===== src/rtl/reorder_buffer.sv =====
// Reorder buffer: allocates entries in program order, marks them done from the
// common data bus, and retires at most one done entry per cycle from the head,
// writing the register file through registered outputs.
// Optional feature: define ROB_QUERY_EN to add a tag query port with same-cycle
// CDB forwarding.
module reorder_buffer #(
  parameter int unsigned DEPTH = 8,
  parameter int unsigned TAG_W = 3
) (
  input  logic             clk_in,
  input  logic             rst_in,
  input  logic             rdy_in,
  input  logic             alloc_valid,
  input  logic             alloc_has_rd,
  input  logic [4:0]       alloc_rd,
  output logic             alloc_ready,
  output logic [TAG_W-1:0] alloc_tag,
  input  logic             cdb_valid,
  input  logic [TAG_W-1:0] cdb_tag,
  input  logic [31:0]      cdb_value,
  input  logic             flush_in,
  output logic             to_rf_we,
  output logic [4:0]       to_rf_rd,
  output logic [31:0]      to_rf_wdata,
  output logic             empty
`ifdef ROB_QUERY_EN
  ,
  input  logic [TAG_W-1:0] query_tag,
  output logic             query_ready,
  output logic [31:0]      query_value
`endif
);

  localparam logic [TAG_W:0] CntFull = (TAG_W+1)'(DEPTH);

  // Control state
  logic [TAG_W-1:0] head_q, head_d;
  logic [TAG_W-1:0] tail_q, tail_d;
  logic [TAG_W:0]   count_q, count_d;
  logic [DEPTH-1:0] valid_q, valid_d;
  logic [DEPTH-1:0] done_q, done_d;

  // Entry payload (no reset needed: only read when the valid bit is set)
  logic             has_rd_q [DEPTH];
  logic [4:0]       rd_q     [DEPTH];
  logic [31:0]      value_q  [DEPTH];

  // Registered register-file write port
  logic             rf_we_q, rf_we_d;
  logic [4:0]       rf_rd_q, rf_rd_d;
  logic [31:0]      rf_wdata_q, rf_wdata_d;

  logic alloc_fire;
  logic cdb_hit;
  logic commit_fire;

  // Handshake and event qualification; every decision uses pre-edge state.
  always_comb begin
    alloc_ready = (count_q < CntFull) && !flush_in;
    alloc_tag   = tail_q;
    empty       = (count_q == '0);
    alloc_fire  = alloc_valid && alloc_ready && rdy_in;
    cdb_hit     = cdb_valid && rdy_in && !flush_in && valid_q[cdb_tag];
    // Done must already be set before the edge, so a same-edge CDB write waits a cycle.
    commit_fire = rdy_in && !flush_in && valid_q[head_q] && done_q[head_q];
  end

  // Next-state for pointers, count, entry flags and the register-file port.
  always_comb begin
    head_d     = head_q;
    tail_d     = tail_q;
    count_d    = count_q;
    valid_d    = valid_q;
    done_d     = done_q;
    rf_we_d    = 1'b0;
    rf_rd_d    = rf_rd_q;
    rf_wdata_d = rf_wdata_q;
    if (rdy_in) begin
      if (flush_in) begin
        head_d  = '0;
        tail_d  = '0;
        count_d = '0;
        valid_d = '0;
        done_d  = '0;
      end else begin
        if (cdb_hit) begin
          done_d[cdb_tag] = 1'b1;
        end
        if (commit_fire) begin
          valid_d[head_q] = 1'b0;
          head_d          = head_q + 1'b1;
          rf_we_d         = has_rd_q[head_q] && (rd_q[head_q] != 5'd0);
          rf_rd_d         = rd_q[head_q];
          rf_wdata_d      = value_q[head_q];
        end
        if (alloc_fire) begin
          valid_d[tail_q] = 1'b1;
          done_d[tail_q]  = 1'b0;
          tail_d          = tail_q + 1'b1;
        end
        unique case ({alloc_fire, commit_fire})
          2'b10:   count_d = count_q + 1'b1;
          2'b01:   count_d = count_q - 1'b1;
          default: count_d = count_q;
        endcase
      end
    end
  end

  // Control and output registers with asynchronous active-low reset.
  always_ff @(posedge clk_in or negedge rst_in) begin
    if (!rst_in) begin
      head_q     <= '0;
      tail_q     <= '0;
      count_q    <= '0;
      valid_q    <= '0;
      done_q     <= '0;
      rf_we_q    <= 1'b0;
      rf_rd_q    <= '0;
      rf_wdata_q <= '0;
    end else begin
      head_q     <= head_d;
      tail_q     <= tail_d;
      count_q    <= count_d;
      valid_q    <= valid_d;
      done_q     <= done_d;
      rf_we_q    <= rf_we_d;
      rf_rd_q    <= rf_rd_d;
      rf_wdata_q <= rf_wdata_d;
    end
  end

  // Entry payload: destination captured on allocate, result on completion.
  always_ff @(posedge clk_in) begin
    if (alloc_fire) begin
      has_rd_q[tail_q] <= alloc_has_rd;
      rd_q[tail_q]     <= alloc_rd;
    end
    if (cdb_hit) begin
      value_q[cdb_tag] <= cdb_value;
    end
  end

  assign to_rf_we    = rf_we_q;
  assign to_rf_rd    = rf_rd_q;
  assign to_rf_wdata = rf_wdata_q;

`ifdef ROB_QUERY_EN
  logic query_fwd;

  // Query lookup with same-cycle forwarding from the CDB.
  always_comb begin
    query_fwd   = cdb_valid && (cdb_tag == query_tag);
    query_ready = query_fwd || (valid_q[query_tag] && done_q[query_tag]);
    query_value = query_fwd ? cdb_value : value_q[query_tag];
  end
`endif

endmodule


===== config.mk =====
export PLATFORM = sky130hd
export DESIGN_NAME = reorder_buffer
export DESIGN_NICKNAME = d
export VERILOG_FILES = /design/src/rtl/reorder_buffer.sv
export SDC_FILE = /design/constraint.sdc
export NUM_CORES = 1
export LEC_CHECK = 0
export CAP_MARGIN = 20
export CORE_ASPECT_RATIO = 1.1
export CORE_UTILIZATION = 40
export CTS_CLUSTER_SIZE = 30
export DETAILED_ROUTE_END_ITERATION = 8
export PLACE_DENSITY = 0.63
export SYNTH_ARGS = -nofsm -noshare
export SYNTH_HDL_FRONTEND = slang
export SYNTH_SLANG_ARGS = --single-unit

===== constraint.sdc =====
create_clock -name clk_in -period 3.8 [get_ports clk_in]
set_input_delay 0.76 -clock clk_in [delete_from_list [all_inputs] [get_ports clk_in]]
set_output_delay 0.76 -clock clk_in [all_outputs]
set_load 0.02 [all_outputs]

==> impl_summary.txt <==
----------------------------------------------------
[Outcome]
  Run status ... finished, final reports clean

[Timing]
  Achievable clock frequency ... 0.3135 GHz
  Slew at the pin closest to its max-slew limit ... roughly 0.93 ns
  Hold violation count in the final report ... 0
  Max-slew violation count ... 0
  Unrepaired setup endpoints after global routing ... no
  Setup violators final ... 0
  Sum of negative setup slack ... 0 ns
  Worst path setup slack after routing ... 0.6101 ns
  Relative max-transition margin ... 38.04%
  Min cycle time layout ... 3.190 ns
  Post-route clock period utilization ... a little over four fifths
  Post-Route Skew ... between 0.01 and 0.015 ns

[Yosys]
  Synthesis-stage register bit count ... 368
  Distinct cells, synth ... 52
  Main flop type after synthesis ... sky130_fd_sc_hd__edfxtp_1
  Cells after Synth ... 845
  Fraction of registers with async set or reset after synthesis ... 17.39%
  Synth warn ... 0
  Post-Synthesis Net Count ... between 800 and 900
  Post-synthesis cell area ... 13950 µm²
  Synthesized area per cell ... 16.51 µm²
  Share of the yosys chip area belonging to registers ... 76.89%
  Number of synthesized flops with an enable pin ... 304

[Power and ir drop]
  Tot Pwr ... 8.343 mW
  Power density normalized to cell area ... about 490 nW/µm²
  Leak pwr ... 5.970 nW
  IR drop worst, VDD ... 0.0003159 V

[Final layout]
  Final-layout fill cell count ... roughly 2800
  Ratio of cells with drive above 1 in the final layout ... 12.84%
  Area Overhead vs Synth ... 20.94%
  Number of nets in the finished design ... about 1000
  Number of inserted diodes ... 0
  Finished Layout Cells ... 1427

[Setup path]
  Reg2reg path depth ... 12
  CP Data Required Time ... 4.19 ns
  Setup slack, reg-to-reg ... 0.61 ns
  End of the critical path ... count_q[3]
  Type of the setup path with the least slack ... reg -> reg
  Kind of capture point of the worst setup path ... flop
  Critical path data arrival time ... roughly 3.6 ns
  Startpoint class of the critical path ... flop
  Origin of the worst setup path ... head_q[0]
  Critical register-to-register path startpoint ... head_q[0]
  Max Fanout on Critical Path ... 14
  Worst reg2reg endpoint ... count_q[3]

[Floorplanning]
  Floorplan core area ... 34290 µm²
  Initial Utilization ... 40.70%
  Die area ... about 36000 µm²
  I/O pin total ... 90
  Floorplan row count ... 71
  Die Y-Extent ... 197.9 µm
  Die boundary width ... between 150 and 200 µm

[Clock network]
  Post-cts sizing count ... 0
  Clock latency on the worst-skew pair ... roughly 0.53 ns
  Maximum root-to-sink buffer count ... 3
  Total CTS buffers ... 38
  Clock tree from TritonCTS ... done
  Number of sinks driven by the clock tree ... about 370
  Number of buffers added to fix hold violations after cts ... 0
  Clk Tree Root Cell ... sky130_fd_sc_hd__clkbuf_16
  H-Tree Depth ... 2
  Reg clk slew, reported paths ... 0.06 ns
  Setup bufs post-CTS ... 0

[Detailed routing]
  Routed vias/inst ... roughly 5.7
  Residual DRC count ... 0
  TritonRoute pass-1 iters ... 5
  Post-detailed-routing wire length ... 32.67 mm
  Initial DRC count ... 576
  DR WL/cell ... 22.89 µm
  Number of nets with antenna violations after routing ... 0
  Via count ... 8147

[Global routing]
  Maximum number of pins on one net before global-route repair ... between 60 and 70
  Number of antenna violations at the first check in global routing ... 1
  Via count of the first global-routing pass ... approximately 8400
  Global Route Usage Sum ... a little under a fifth
  First-pass GRT wire length ... 50.19 mm
  GRT overflow ... 0

[Placed design]
  Setup slack after placement ... 0.2535 ns
  Final weighted congestion in routability-driven placement ... 0.8086
  Cell total after placement ... 1358
  Number of input and output port buffers inserted ... slightly below 90
  DPL Wire Length ... 17.85 mm

[Job]
  Count of maximum capacitance violations ... 0

[Hold path]
  Hold/Removal Path Class ... in -> async

----------------------------------------------------
[metrics by stage]
stage / util, % / hold WS [ns] / area, µm²
4_1_cts: 49.22 / 0.4125 / 16880
6_report: 49.22 / 0.3729 / 16880
3_5_place_dp: 45.74 / 0.4646 / 15680
5_1_grt: 49.22 / 0.4576 / 16880
3_3_place_gp: 45.74 / 0.4642 / 15680
2_1_floorplan: - / 0.4568 / 13950
[metal layers]
layer	routed length (µm)	track usage, %
met1	14410	24.82
met2	15910	31.75
met3	1673	2.998
met4	664	5.476
met5	13	0
[Yosys cell counts (2+ instances only)]
library cell	count	area share [%]
sky130_fd_sc_hd__edfxtp_1	304	65
sky130_fd_sc_hd__a22oi_1	64	3.4
sky130_fd_sc_hd__dfrtp_1	64	11
sky130_fd_sc_hd__a31oi_1	39	1.7
sky130_fd_sc_hd__a22o_1	35	2.2
sky130_fd_sc_hd__a21o_1	33	1.8
sky130_fd_sc_hd__a221oi_1	32	2.0
sky130_fd_sc_hd__clkbuf_1	31	0.83
sky130_fd_sc_hd__nand2_1	31	0.83
sky130_fd_sc_hd__o21ai_0	29	1.0
sky130_fd_sc_hd__buf_2	18	0.65
sky130_fd_sc_hd__nor2_1	17	0.46
sky130_fd_sc_hd__mux2i_1	15	1.1
sky130_fd_sc_hd__a21oi_1	12	0.43
sky130_fd_sc_hd__nor3_1	12	0.43
sky130_fd_sc_hd__inv_1	10	0.27
sky130_fd_sc_hd__nand2b_1	10	0.45
sky130_fd_sc_hd__o21a_1	8	0.43
sky130_fd_sc_hd__nand3_1	7	0.25
sky130_fd_sc_hd__o2bb2ai_1	6	0.38
sky130_fd_sc_hd__buf_1	5	0.13
sky130_fd_sc_hd__mux4_2	5	0.81
sky130_fd_sc_hd__and3_1	4	0.18
sky130_fd_sc_hd__ha_1	4	0.36
sky130_fd_sc_hd__mux2_2	4	0.32
sky130_fd_sc_hd__nor2b_1	4	0.18
sky130_fd_sc_hd__nor3b_1	4	0.22
sky130_fd_sc_hd__o22ai_1	4	0.18
sky130_fd_sc_hd__o32ai_1	3	0.19
sky130_fd_sc_hd__a2bb2oi_1	2	0.13
sky130_fd_sc_hd__a31o_2	2	0.13
sky130_fd_sc_hd__and2_1	2	0.090
sky130_fd_sc_hd__nor4_1	2	0.090
sky130_fd_sc_hd__o2111ai_1	2	0.13
sky130_fd_sc_hd__o211ai_1	2	0.11
sky130_fd_sc_hd__xnor2_1	2	0.13
sky130_fd_sc_hd__xor2_1	2	0.13
[cells in the final DEF (no fill, tap or decap), drive strengths merged, types with 3 or more instances in the layout]
cell / instances
a22oi: 64
o22ai: 4
o32ai: 3
nand2: 32
nor3: 12
dfrtp: 64
inv: 11
mux4: 5
buf: 42
a22o: 35
clkdlybuf4s50: 88
a221oi: 32
nand3: 7
nand2b: 10
a31oi: 39
nor2b: 4
clkbuf: 55
edfxtp: 304
clkinv: 12
mux2: 4
a21o: 33
and3: 4
mux2i: 15
o21a: 8
a21oi: 12
o21ai: 29
nor3b: 5
and2: 3
o2bb2ai: 6
nor2: 17
ha: 4
[worst min path at each step]
stage	endpoint	slack, ns	depth (start not counted)
floorplan	alloc_tag[0]	0.46	0
global placement	to_rf_wdata[21]	0.46	1
detailed placement	to_rf_wdata[19]	0.46	1
CTS	to_rf_wdata[24]	0.41	1
global route	to_rf_wdata[24]	0.46	1
finish	to_rf_wdata[24]	0.37	1
[logic make-up (layout without fill, tap and decap cells)]
kind of cell / after synthesis / after routing / synth area share [%]
adder cells (fa/ha/maj): 4 / 4 / 0.3587
multiplexers: 24 / 24 / 2.206
buffers and inverters: 66 / 210 / 1.991
AND/OR/NAND/NOR: 101 / 101 / 3.667
XOR/XNOR: 4 / 4 / 0.2511
flip-flops: 368 / 368 / 76.89
AO/OA/AOI/OAI: 278 / 278 / 14.63
[cell type report]
type	count	area (µm²)	area share, %
Sequential cell	368	10730	63.58
Multi-Input combinational cell	411	3030	17.96
Timing Repair Buffer	130	1334	7.903
Clock buffer	55	1076	6.376
Tap cell	438	548.0	3.247
Clock inverter	14	116.4	0.6895
Inverter	11	41.29	0.2447
[worst max-delay path: stages, from the launching register on]
cell,delay [ns]
sky130_fd_sc_hd__dfrtp_1,0.59
sky130_fd_sc_hd__buf_4,0.28
sky130_fd_sc_hd__nand3b_1,0.21
sky130_fd_sc_hd__o221a_2,0.33
sky130_fd_sc_hd__o211a_2,0.14
sky130_fd_sc_hd__nand3_1,0.19
sky130_fd_sc_hd__inv_1,0.09
sky130_fd_sc_hd__ha_1,0.34
sky130_fd_sc_hd__o21ai_0,0.09
sky130_fd_sc_hd__a21oi_1,0.06
sky130_fd_sc_hd__or4_4,0.42
sky130_fd_sc_hd__mux2i_1,0.18
sky130_fd_sc_hd__o221ai_1,0.14
[state kept, by name, summed over array words and instances, names as in the netlist, 3 cells and up]
name and flops:
has_rd_q 8, to_rf_rd 5, rd_q 40, alloc_tag 3, count_q 4, valid_q 8, done_q 8, to_rf_wdata 32
head_q 3, value_q 256
[report_power, final]
| group | total (mW) | leakage (nW) | switching (mW) | internal, mW |
|---|---|---|---|---|
| combinational | 0.347 | 1.77 | 0.193 | 0.154 |
| clock | 3.53 | 0.584 | 1.48 | 2.05 |
| sequential | 4.47 | 3.62 | 0.0517 | 4.42 |
No activity file was read; power rests on OpenSTA's default activity.
